File: config.mk
export PLATFORM = sky130hd
export DESIGN_NAME = map_rom_arbiter
export DESIGN_NICKNAME = d
export VERILOG_FILES = /design/src/rtl/map_rom_arbiter_pkg.sv /design/src/rtl/map_rom_arbiter_priority.sv /design/src/rtl/map_rom_arbiter.sv
export SDC_FILE = /design/constraint.sdc
export NUM_CORES = 1
export LEC_CHECK = 0
export BUFFER_PORTS_ARGS = -buffer_cell sky130_fd_sc_hd__buf_4
export CORE_MARGIN = 5
export CORE_UTILIZATION = 43
export CTS_CLUSTER_DIAMETER = 80
export CTS_CLUSTER_SIZE = 10
export DETAILED_ROUTE_END_ITERATION = 16
export PLACE_DENSITY = 0.76
export SYNTH_ARGS = -nofsm -noshare
export SYNTH_HDL_FRONTEND = slang
export SYNTH_SLANG_ARGS = --single-unit
File: constraint.sdc
create_clock -name clk -period 1.6 [get_ports clk]
set_input_delay 0.32 -clock clk [delete_from_list [all_inputs] [get_ports clk]]
set_output_delay 0.32 -clock clk [all_outputs]
set_load 0.01 [all_outputs]
File: src/rtl/map_rom_arbiter_pkg.sv
// map_pkg: shared map dimensions, sequencer state encoding and owner tags for the map ROM arbiter
package map_pkg;
    localparam int MAP_W_DEF = 30;
    localparam int MAP_H_DEF = 21;
    typedef enum logic [2:0] {
        IDLE = 3'b001,
        ADDR = 3'b010,
        DATA = 3'b100
    } state_t;
    localparam logic OWN_RENDER = 1'b0;
    localparam logic OWN_COLL   = 1'b1;
endpackage

File: src/rtl/map_rom_arbiter_priority.sv
// map_arb_priority: fixed render-first winner select with a collision starvation guard
module map_arb_priority
    import map_pkg::*;
#(
    parameter int STARVE_LIMIT = 8
)(
    input  logic clk,
    input  logic reset,
    input  logic idle,
    input  logic render_req,
    input  logic coll_req,
    output logic winner
);
    localparam int CW = $clog2(STARVE_LIMIT + 1);
    localparam logic [CW-1:0] LIMIT = CW'(STARVE_LIMIT);
    logic [CW-1:0] cnt;
    logic coll_wins;
    // Collision wins when render is absent or when it has lost too often in a row.
    always_comb begin
        coll_wins = coll_req && (!render_req || cnt == LIMIT);
        winner = coll_wins ? OWN_COLL : OWN_RENDER;
    end
    // Count idle-edge losses of a pending collision request; clear when it is granted.
    always_ff @(posedge clk) begin
        if (reset)
            cnt <= '0;
        else if (idle && coll_req)
            cnt <= coll_wins ? '0 : (cnt == LIMIT ? cnt : cnt + 1'b1);
    end
endmodule

File: src/rtl/map_rom_arbiter.sv
// map_rom_arbiter: shares the map ROM between renderer row fetches and collision tile lookups (optional MAP_ARB_STATS_EN adds counters)
module map_rom_arbiter
    import map_pkg::*;
#(
    parameter int MAP_W        = MAP_W_DEF,
    parameter int MAP_H        = MAP_H_DEF,
    parameter int ADDRW        = 5,
    parameter int COLW         = 5,
    parameter int STARVE_LIMIT = 8
)(
    input  logic             clk,
    input  logic             reset,
    input  logic             render_req,
    input  logic [ADDRW-1:0] render_row,
    output logic             render_gnt,
    output logic             render_valid,
    output logic [MAP_W-1:0] render_data,
    input  logic             coll_req,
    input  logic [ADDRW-1:0] coll_row,
    input  logic [COLW-1:0]  coll_col,
    output logic             coll_gnt,
    output logic             coll_valid,
    output logic             coll_hit,
    output logic [ADDRW-1:0] rom_addr,
    input  logic [MAP_W-1:0] rom_data
`ifdef MAP_ARB_STATS_EN
    ,
    output logic [15:0]      stat_render_cnt,
    output logic [15:0]      stat_coll_cnt,
    output logic [15:0]      stat_starve_cnt
`endif
);
    state_t state, state_n;
    logic owner, oob, winner, any_req, start;
    logic row_oob_r, row_oob_c, col_oob_c;
    logic [COLW-1:0] col;

    map_arb_priority #(.STARVE_LIMIT(STARVE_LIMIT)) u_prio (
        .clk        (clk),
        .reset      (reset),
        .idle       (state == IDLE),
        .render_req (render_req),
        .coll_req   (coll_req),
        .winner     (winner)
    );

    // Request detection, bounds flags and the three-step sequence IDLE -> ADDR -> DATA.
    always_comb begin
        any_req = render_req || coll_req;
        start = state == IDLE && any_req;
        row_oob_r = {1'b0, render_row} >= (ADDRW + 1)'(MAP_H);
        row_oob_c = {1'b0, coll_row} >= (ADDRW + 1)'(MAP_H);
        col_oob_c = {1'b0, coll_col} >= (COLW + 1)'(MAP_W);
        state_n = state == IDLE ? (any_req ? ADDR : IDLE) : state == ADDR ? DATA : IDLE;
    end

    // Latch the winner's operands at grant, pulse gnt/valid, capture results at the DATA edge.
    always_ff @(posedge clk) begin
        if (reset) begin
            state <= IDLE;
            owner <= OWN_RENDER;
            oob <= 1'b0;
            col <= '0;
            rom_addr <= '0;
            render_gnt <= 1'b0;
            coll_gnt <= 1'b0;
            render_valid <= 1'b0;
            coll_valid <= 1'b0;
            render_data <= '0;
            coll_hit <= 1'b0;
        end else begin
            state <= state_n;
            render_gnt <= start && winner == OWN_RENDER;
            coll_gnt <= start && winner == OWN_COLL;
            render_valid <= state == DATA && owner == OWN_RENDER;
            coll_valid <= state == DATA && owner == OWN_COLL;
            if (start) begin
                owner <= winner;
                col <= coll_col;
                oob <= winner == OWN_COLL ? row_oob_c || col_oob_c : row_oob_r;
                rom_addr <= winner == OWN_COLL ? (row_oob_c || col_oob_c ? '0 : coll_row)
                                               : (row_oob_r ? '0 : render_row);
            end
            if (state == DATA && owner == OWN_RENDER)
                render_data <= oob ? '0 : rom_data;
            if (state == DATA && owner == OWN_COLL)
                coll_hit <= oob || rom_data[col];
        end
    end

`ifdef MAP_ARB_STATS_EN
    // Saturating counts of completed transactions and starvation-forced collision grants.
    always_ff @(posedge clk) begin
        if (reset) begin
            stat_render_cnt <= '0;
            stat_coll_cnt <= '0;
            stat_starve_cnt <= '0;
        end else begin
            if (state == DATA && owner == OWN_RENDER && stat_render_cnt != 16'hffff)
                stat_render_cnt <= stat_render_cnt + 16'd1;
            if (state == DATA && owner == OWN_COLL && stat_coll_cnt != 16'hffff)
                stat_coll_cnt <= stat_coll_cnt + 16'd1;
            if (start && render_req && winner == OWN_COLL && stat_starve_cnt != 16'hffff)
                stat_starve_cnt <= stat_starve_cnt + 16'd1;
        end
    end
`endif
endmodule

==> flow_summary.ini, run 1 <==
[status]
status = completed

[drt]
viasPerCell = 5.29
wire_per_inst_um = 15.3
drt_iter0_drc = 122
wirelength_mm = 5.78
vias = 1998
first_pass_iters = 4
drc_errors = 0
ant_nets = 0

[synthesis]
yosysUniqueCellTypes = 37
async_flop_share = 0
syn_inst = 209
yosysSeqAreaShare = 0.497
synth_flop_cell = dfxtp_1
yosysWarnings = 0
synth_seq_cells = 54
synth.cell_area_sq_um = 2170
synth-edff-count = 0
avgSynthCellArea_sq_um = 10.4
syn_nets = 260

[clock_tree]
cts_made_buffers = 5
clk_pin_slew_ns = 0.09
clock_sinks = 54
clk_latency_ns = 0.30
cts_tree = built
cts-hold-fix-buffers = 0
h-tree-depth = 2
cts_buffer_depth = 2
cts_root_buffer = clkbuf_8

[grt]
grt_overflow = 0
grt_antenna_before_repair = 0
grt_pass1_wl_mm = 9.26
grt_max_degree = 31
grt_pass1_vias = 1928
grtUsageTotal = 0.178

[min_path]
hold_depth = 2
hold_start = reset
min_path_type = input pin to flop

[timing]
rsz0062_at_grt = true
setup_viol = 0
period_share = 0.956
final_hold_viol_count = 0
fin_worst_skew_ns = 0.00568
final-max-slew-violation-count = 0
finalCriticalPeriod_ns = 1.53
slew-limit-headroom = 0.552
layout_setup_ws_ns = 0.0698
worst_pin_slew_ns = 0.670
fmax_mhz = 654

[worst_setup_path]
worst_r2r_path_depth = 5
regToRegSetupSlack_ns = 0.07
critical_path_class = flop to flop
crit_fanout = 5
critPathSlowestCell = mux4_2
path_cells = buf_6 > mux4_2 > mux2i_1 > a211o_1 > a31oi_1
max_stage_delay_ns = 0.49
cp-start-kind = flop
cp-end-kind = flop
crit_start = col[0]
timing.rr.start = col[0]
cp_data_arrival_time_ns = 1.72
critPathRequiredTime_ns = 1.79

[floorplanning]
initial_core_util = 0.451
num_io_pins = 89
core_sq_um = 4820
die_w_um = 81.1
die_h_um = 81.1
rows = 25
dieArea_sq_um = 6580

[final_layout]
drive_gt1_frac = 0.418
regArea_sq_um = 1090
n_fill_cell = 415
antenna_cells = 0
area_growth_pct = 43.8
fin_cells = 378
final_area_sq_um = 3120
nets = 361
multi_input_area_sq_um = 1030

[pwr]
power_density_nw_per_um2 = 870
p_seq_frac = 0.529
peakVddDrop_v = 0.000502
leakagePower_nw = 1.37
p_sw_frac = 0.256
pwr-share-comb = 0.183
internal-power_mw = 2.02
p_sw_mw = 0.695
power_frac_clock = 0.288

[flow_run]
cap_viol_max_count = 0

[placed_design]
place.gp.congestion = 0.778
dp.final_hpwl_mm = 4.43
placed_area_sq_um = 2990
pre_cts_ws_ns = -0.119
dp.cells = 368
port_buffers = 88
-- power by group through the flow --
stage / Combinational (mW) / Clock, mW / Sequential (mW)
floorplan: 0.245 / 0 / 1.46
global placement: 0.476 / 0 / 1.46
detailed placement: 0.482 / 0 / 1.47
CTS: 0.494 / 0.798 / 1.44
global route: 0.545 / 0.860 / 1.44
finish: 0.498 / 0.784 / 1.44
-- cell type report --
class | count | area share
repair buffers | 106 | 0.260
inverters | 4 | 0.00481
clock buffers | 7 | 0.0276
clock inverters | 1 | 0.00280
flip-flops and latches | 54 | 0.348
well taps | 67 | 0.0268
multi-input cells | 139 | 0.330
-- synthesized netlist by cell type, drive strengths merged (2+ instances only) --
cell | count | area share
a22oi | 2 | 0.0069
nand2b | 3 | 0.0086
nor2 | 14 | 0.024
nand2 | 19 | 0.033
a31oi | 4 | 0.012
o21a | 2 | 0.0069
nand3b | 2 | 0.0069
nor3b | 3 | 0.013
a21oi | 11 | 0.025
nor2b | 3 | 0.012
a22o | 30 | 0.12
nand3 | 9 | 0.021
o21ai | 6 | 0.014
dfxtp | 54 | 0.50
ha | 2 | 0.012
inv | 4 | 0.0069
a311oi | 2 | 0.0081
buf | 6 | 0.020
clkbuf | 6 | 0.010
nor3 | 5 | 0.012
mux4 | 6 | 0.067
mux2i | 6 | 0.028
-- state kept, by name, indices dropped and copies added, names as in the netlist --
name and flops:
col 5, coll_gnt 1, coll_hit 1, coll_valid 1
oob 1, owner 1, render_data 30, render_gnt 1
render_valid 1, rom_addr 5, state 3, u_prio.cnt 4
-- cell usage in the layout, fill, tap and decap left out, drive strengths merged, types with 2 or more instances in the layout --
cell | netlist | layout
a21oi | 11 | 11
a22o | 30 | 30
a22oi | 2 | 2
a311oi | 2 | 2
a31oi | 4 | 4
buf | 6 | 106
clkbuf | 6 | 7
dfxtp | 54 | 54
ha | 2 | 2
inv | 4 | 5
mux2i | 6 | 6
mux4 | 6 | 6
nand2 | 19 | 19
nand2b | 3 | 3
nand3 | 9 | 9
nand3b | 2 | 2
nor2 | 14 | 14
nor2b | 3 | 3
nor3 | 5 | 5
nor3b | 3 | 3
o21a | 2 | 2
o21ai | 6 | 6
-- logic make-up after synthesis --
| group | after synthesis | share of synthesized area |
|---|---|---|
| adder cells (fa/ha/maj) | 2 | 0.0115 |
| flip-flops | 54 | 0.497 |
| AO/OA/AOI/OAI | 62 | 0.214 |
| buffers and inverters | 16 | 0.0368 |
| multiplexers | 12 | 0.0950 |
| AND/OR/NAND/NOR | 63 | 0.145 |
-- metal layers --
| layer | part of all wire | vias up | global-route usage | wire length (um) |
|---|---|---|---|---|
| met4 | 0.012 | 0 | 0.0625 | 71 |
| met3 | 0.060 | 7 | 0.0366 | 344 |
| met2 | 0.48 | 66 | 0.293 | 2790 |
| li1 | - | 979 | - | - |
| met5 | 0 | - | 0 | 0 |
| met1 | 0.45 | 946 | 0.232 | 2580 |
-- worst max-delay path: cells and delay by family (launching register included) --
kind                   cells  cell delay (ns)
buffers and inverters      1             0.13
DFF                        1             0.38
muxes                      2             0.67
AOI/OAI and AO/OA          2             0.23
-- metrics by stage --
| stage | util | setup TNS [ns] | hold slack [ns] | power [mW] |
|---|---|---|---|---|
| 2_1_floorplan | - | 0 | 0.404 | 1.71 |
| 3_3_place_gp | 0.621 | -1.49 | 0.464 | 1.94 |
| 3_5_place_dp | 0.621 | -3.05 | 0.467 | 1.95 |
| 4_1_cts | 0.644 | 0 | 0.225 | 2.73 |
| 5_1_grt | 0.649 | -0.0668 | 0.224 | 2.85 |
| 6_report | 0.649 | 0 | 0.229 | 2.72 |
-- path summary, 6_finish.rpt --
kind | end
min reg2reg | render_data[23]
min | render_valid
max | coll_hit
max reg2reg | coll_hit
-- timing repair --
item	4_1_cts	5_1_grt
endpoints found under the setup margin	31	36
resized for setup	6	7
pin swaps	1	4
buffers inserted	1	1
No activity file was read; power rests on OpenSTA's default activity.
==> run 2, diff against run 1 <==
--- a/config.mk
+++ b/config.mk
@@ -5,13 +5,14 @@
 export SDC_FILE = /design/constraint.sdc
 export NUM_CORES = 1
 export LEC_CHECK = 0
+export ABC_AREA = 1
 export BUFFER_PORTS_ARGS = -buffer_cell sky130_fd_sc_hd__buf_4
-export CORE_MARGIN = 5
-export CORE_UTILIZATION = 43
+export CORE_MARGIN = 2
+export CORE_UTILIZATION = 45
 export CTS_CLUSTER_DIAMETER = 80
 export CTS_CLUSTER_SIZE = 10
 export DETAILED_ROUTE_END_ITERATION = 16
-export PLACE_DENSITY = 0.76
+export PLACE_DENSITY = 0.77
 export SYNTH_ARGS = -nofsm -noshare
 export SYNTH_HDL_FRONTEND = slang
 export SYNTH_SLANG_ARGS = --single-unit
==> flow_summary.ini, run 2 <==
[worst_setup_path]
critPathRequiredTime_ns = 1.82
cp-start-kind = flop
critical_path_class = flop to flop
crit_fanout = 4
cp_data_arrival_time_ns = 1.67
path_buf_inv = 2
cpLargestDelayFamily = simple AND/OR/NAND/NOR gates
cp-end-kind = flop
worst_r2r_path_depth = 9
timing.rr.start = u_prio.cnt[0]
max_stage_delay_ns = 0.36
path_cells = inv_1 > ha_1 > nand3_1 > nand2_1 > nand2_2 > nand2_1 > clkinv_1 > nand3_1 > a31oi_1
crit_start = u_prio.cnt[0]
critPathSlowestCell = dfxtp_2
cp.depth = 9

[min_path]
min_path_type = input pin to flop
hold_start = coll_col[4]
hold_depth = 3

[status]
status = completed

[drt]
wirelength_mm = 6.28
first_pass_iters = 4
vias = 2529
ant_nets = 0
drc_errors = 0
viasPerCell = 5.19
drt_iter0_drc = 95
wire_per_inst_um = 12.9

[final_layout]
mostFrequentLayoutCells = buf_4, nand3_1, nand2_1, dfxtp_1, inv_1
drive_gt1_frac = 0.335
largest_reg_flops = 30
regMostFlops = render_data
top_regs = render_data x30, col x5, rom_addr x5
antenna_cells = 0
final_common_cell = buf_4
nets = 466
area_growth_pct = 29.8

[floorplanning]
num_io_pins = 89
dieArea_sq_um = 6370
rows = 27
initial_core_util = 0.467
die_h_um = 79.8
die_w_um = 79.8
core_sq_um = 5540

[synthesis]
syn_nets = 384
yosysWarnings = 0
synth_flop_cell = dfxtp_1
syn_inst = 333
yosys-top-cells-count = nand3_1, nand2_1, dfxtp_1
synth.cell_area_sq_um = 2590
yosys-top-cells-area = dfxtp_1, nand3_1, o31ai_2, nand2_1, inv_1
synth.top_cell.area_share = 0.418
synth_seq_cells = 54
yosysSeqAreaShare = 0.418
avgSynthCellArea_sq_um = 7.77
yosysTopAreaCell = dfxtp_1
async_flop_share = 0
synth_most_common_cell = nand3_1
yosysUniqueCellTypes = 37
synth-edff-count = 0

[timing]
slew-limit-headroom = 0.670
setup_viol = 0
final-max-slew-violation-count = 0
fmax_mhz = 693
final_hold_viol_count = 0
fin_worst_skew_ns = 0.00235
rsz0062_at_grt = false
worst_pin_slew_ns = 0.495
period_share = 0.901
fin_tns_setup_ns = 0
layout_setup_ws_ns = 0.158
worst_hold_slack_ns = 0.275
finalCriticalPeriod_ns = 1.44

[grt]
grt_max_degree = 32
grt_pass1_wl_mm = 10.6
grt_overflow = 0
grtUsageTotal = 0.205
grt_antenna_before_repair = 0
grt_pass1_vias = 2452

[placed_design]
dp.final_hpwl_mm = 4.88
place.gp.congestion = 0.860
port_buffers = 88
pre_cts_ws_ns = 0.103

[pwr]
peakVddDrop_v = 0.000362
power_density_nw_per_um2 = 804
leakagePower_nw = 1.60

[clock_tree]
cts_made_buffers = 5
clock_sinks = 54
cts_root_buffer = clkbuf_8
cts-hold-fix-buffers = 0
cts_buffer_depth = 2
clk_latency_ns = 0.29
clk_pin_slew_ns = 0.08
h-tree-depth = 2
cts_tree = built

[flow_run]
cap_viol_max_count = 0
==> run 2: cell count changes after synthesis, moves of 10 or more <==
cell / delta
a22o_1: -29
inv_1: +32
nand2_1: +41
nand3_1: +52
o21ai_1: +10
o31ai_2: +20
==> run 2: tightest hold or removal path, cell delays in order <==
cell and delay, ns:
buf_4 0.09, nor2_1 0.04, nor2_1 0.08
==> run 2: layer usage <==
layer,GRT usage,up-vias,wire length (um)
met5,0,-,0
met4,0.0525,0,55
met3,0.0475,6,437
met2,0.368,90,3070
met1,0.245,1159,2720
li1,-,1274,-
==> run 2: logic make-up after synthesis <==
kind of cell,count (synthesis),share of synthesized area
AO/OA/AOI/OAI,60,0.183
AND/OR/NAND/NOR,152,0.277
buffers and inverters,65,0.113
flip-flops,54,0.418
adder cells (fa/ha/maj),2,0.00967
==> run 2: final timing paths <==
path / endpoint / slack, ns
worst max-delay path: rom_addr[0] / 0.16
worst min-delay path: col[4] / 0.28
worst min register to register: state[2] / 0.45
worst max register to register: rom_addr[0] / 0.16
==> run 2: report_power, final <==
group / switching [mW] / leakage [nW] / internal (mW)
clock network: 0.392 / 0.0383 / 0.302
registers: 0.0562 / 0.439 / 1.40
logic: 0.323 / 1.13 / 0.230
total: 0.772 / 1.60 / 1.93
==> run 2: layout make-up <==
class,instances,area [sq um]
Tap cell,72,90.1
Multi-Input combinational cell,214,1220
Fill cell,529,2180
Inverter,46,175
Timing Repair Buffer,94,718
Clock buffer,7,76.3
Sequential cell,54,1080
==> run 2: per-stage QoR <==
step,utilization,power [mW],cells,instance area (sq um)
after global routing,0.606,2.86,487,3360
after floorplan,-,1.84,333,2590
after detailed placement,0.592,2.04,480,3280
final,0.606,2.70,487,3360
after CTS,0.605,2.73,487,3350
after global placement,0.592,2.02,480,3280
==> run 2: repair_timing <==
item                                    4_1_cts  5_1_grt
hold endpoints to repair                      0        0
endpoints found under the setup margin        0        4
buffers inserted                              0        0
resized for setup                             0        3
==> run 3, diff against run 2 <==
--- a/config.mk
+++ b/config.mk
@@ -6,13 +6,13 @@
 export NUM_CORES = 1
 export LEC_CHECK = 0
 export ABC_AREA = 1
-export BUFFER_PORTS_ARGS = -buffer_cell sky130_fd_sc_hd__buf_4
 export CORE_MARGIN = 2
-export CORE_UTILIZATION = 45
+export CORE_UTILIZATION = 50
 export CTS_CLUSTER_DIAMETER = 80
 export CTS_CLUSTER_SIZE = 10
 export DETAILED_ROUTE_END_ITERATION = 16
-export PLACE_DENSITY = 0.77
+export DONT_BUFFER_PORTS = 1
+export PLACE_DENSITY = 0.69
 export SYNTH_ARGS = -nofsm -noshare
 export SYNTH_HDL_FRONTEND = slang
 export SYNTH_SLANG_ARGS = --single-unit
==> flow_summary.ini, run 3 (synthesized netlist as in run 2, its figures left out) <==
[status]
status = completed

[pwr]
peakVddDrop_v = 0.000581
p_sw_mw = 0.786
power_density_nw_per_um2 = 1080
power_frac_clock = 0.369
p_sw_frac = 0.262
power_mw = 3.00
pwr-share-comb = 0.142
leakagePower_nw = 1.20
internal-power_mw = 2.21
p_seq_frac = 0.489

[min_path]
min_path_type = input pin to flop

[worst_setup_path]
crit_fanout = 8
critPathSlowestCell = dfxtp_1
timing.rr.start = col[0]
reg2reg_to = coll_hit
cp-end-kind = flop
max_stage_delay_ns = 0.53
regToRegSetupSlack_ns = 0.21
crit_start = col[0]
path_common_cell = nand2_1
worst_r2r_path_depth = 10
critPathRequiredTime_ns = 1.80
endpoint = coll_hit
cp_data_arrival_time_ns = 1.59
path_cells = buf_4 > nand2_1 > nand3_1 > nand2_1 > inv_1 > nand2_1 > nand3_1 > nand2_1 > nor2_1 > nor2_1
critical_path_class = flop to flop
cp-start-kind = flop

[placed_design]
dp.final_hpwl_mm = 4.28
place.gp.congestion = 0.822
port_buffers = 0
pre_cts_ws_ns = 0.157
placed_area_sq_um = 2640
dp.cells = 391

[final_layout]
regMostFlops = render_data
top_regs = render_data x30, col x5, rom_addr x5
antenna_cells = 0
drive_gt1_frac = 0.164
largest_reg_flops = 30
final_area_sq_um = 2780
area_growth_pct = 7.50
final_common_cell = nand3_1
mostFrequentLayoutCells = nand3_1, nand2_1, dfxtp_1, inv_1, o31ai_2
fin_cells = 399
nets = 379

[timing]
final_hold_viol_count = 0
rsz0062_at_grt = false
layout_setup_ws_ns = 0.211
setup_viol = 0
fmax_mhz = 720
final-max-slew-violation-count = 0
worst_pin_slew_ns = 0.491
period_share = 0.868
fin_tns_setup_ns = 0
fin_worst_skew_ns = 0.00717
slew-limit-headroom = 0.672
finalCriticalPeriod_ns = 1.39

[grt]
grt_pass1_vias = 2088
grt_max_degree = 31
grt_pass1_wl_mm = 9.78
grtUsageTotal = 0.205
grt_antenna_before_repair = 0
grt_overflow = 0

[clock_tree]
cts_made_buffers = 5
postCtsSetupRepairBufs = 0
clk_pin_slew_ns = 0.10
cts_root_buffer = clkbuf_8
cts-hold-fix-buffers = 0
clock_sinks = 54
cts_buffer_depth = 2
cts_resized = 0
h-tree-depth = 2
cts_tree = built
clk_latency_ns = 0.30

[drt]
wirelength_mm = 5.71
drc_errors = 0
viasPerCell = 5.47
first_pass_iters = 4
drt_iter0_drc = 86
vias = 2182
wire_per_inst_um = 14.3
ant_nets = 0

[floorplanning]
die_w_um = 75.9
rows = 26
dieArea_sq_um = 5770
num_io_pins = 89
die_h_um = 75.9
core_sq_um = 5040
initial_core_util = 0.513

[flow_run]
cap_viol_max_count = 0
[run 3: cell types whose count changed in the layout (fill, tap and decap cells not counted), sizes merged]
cell / previous run / this run
buf: 94 / 7
bufinv: 0 / 2
clkbuf: 7 / 6
[run 3: worst min path at each step]
stage                     startpoint             to  slack (ns)  depth (start not counted)
after detailed placement       reset  u_prio.cnt[1]        0.39                          1
after CTS                      reset    rom_addr[0]        0.06                          1
final                          reset    rom_addr[0]        0.07                          1
after global placement         reset    rom_addr[1]        0.39                          1
after global routing           reset    rom_addr[0]        0.05                          1
after floorplan                reset       state[1]        0.41                          1
[run 3: area by class of cell]
type | count | area [sq um]
Fill cell | 492 | 2260
Tap cell | 70 | 87.6
Sequential cell | 54 | 1080
Timing Repair Buffer | 7 | 77.6
Clock inverter | 2 | 60.1
Multi-Input combinational cell | 214 | 1220
Clock buffer | 6 | 82.6
Inverter | 46 | 175
[run 3: per-layer routing]
metal  up-vias  track usage  wire length, um  part of all wire
met5         -            0                0                 0
met4         0       0.0436               46            0.0081
met3         5       0.0929              555             0.097
met2        89        0.326             2650              0.46
met1       989        0.257             2460              0.43
li1       1099            -                -                 -
[run 3: metrics by stage]
stage	utilization	hold slack, ns
3_5_place_dp	0.523	0.394
4_1_cts	0.551	0.0582
6_report	0.552	0.0663
3_3_place_gp	0.523	0.391
5_1_grt	0.552	0.0480
2_1_floorplan	-	0.415
[run 3: power groups by stage]
stage | clock network [mW] | logic [mW] | registers (mW)
global placement | 0 | 0.424 | 1.50
CTS | 1.13 | 0.429 | 1.47
floorplan | 0 | 0.378 | 1.46
finish | 1.10 | 0.426 | 1.47
detailed placement | 0 | 0.427 | 1.50
global route | 1.19 | 0.490 | 1.48
[run 3: critical path: cells and delay by family, from the launching register on]
kind	cells	cell delay, ns
buffers and inverters	2	0.27
and+or+nand+nor	8	0.49
DFF	1	0.53
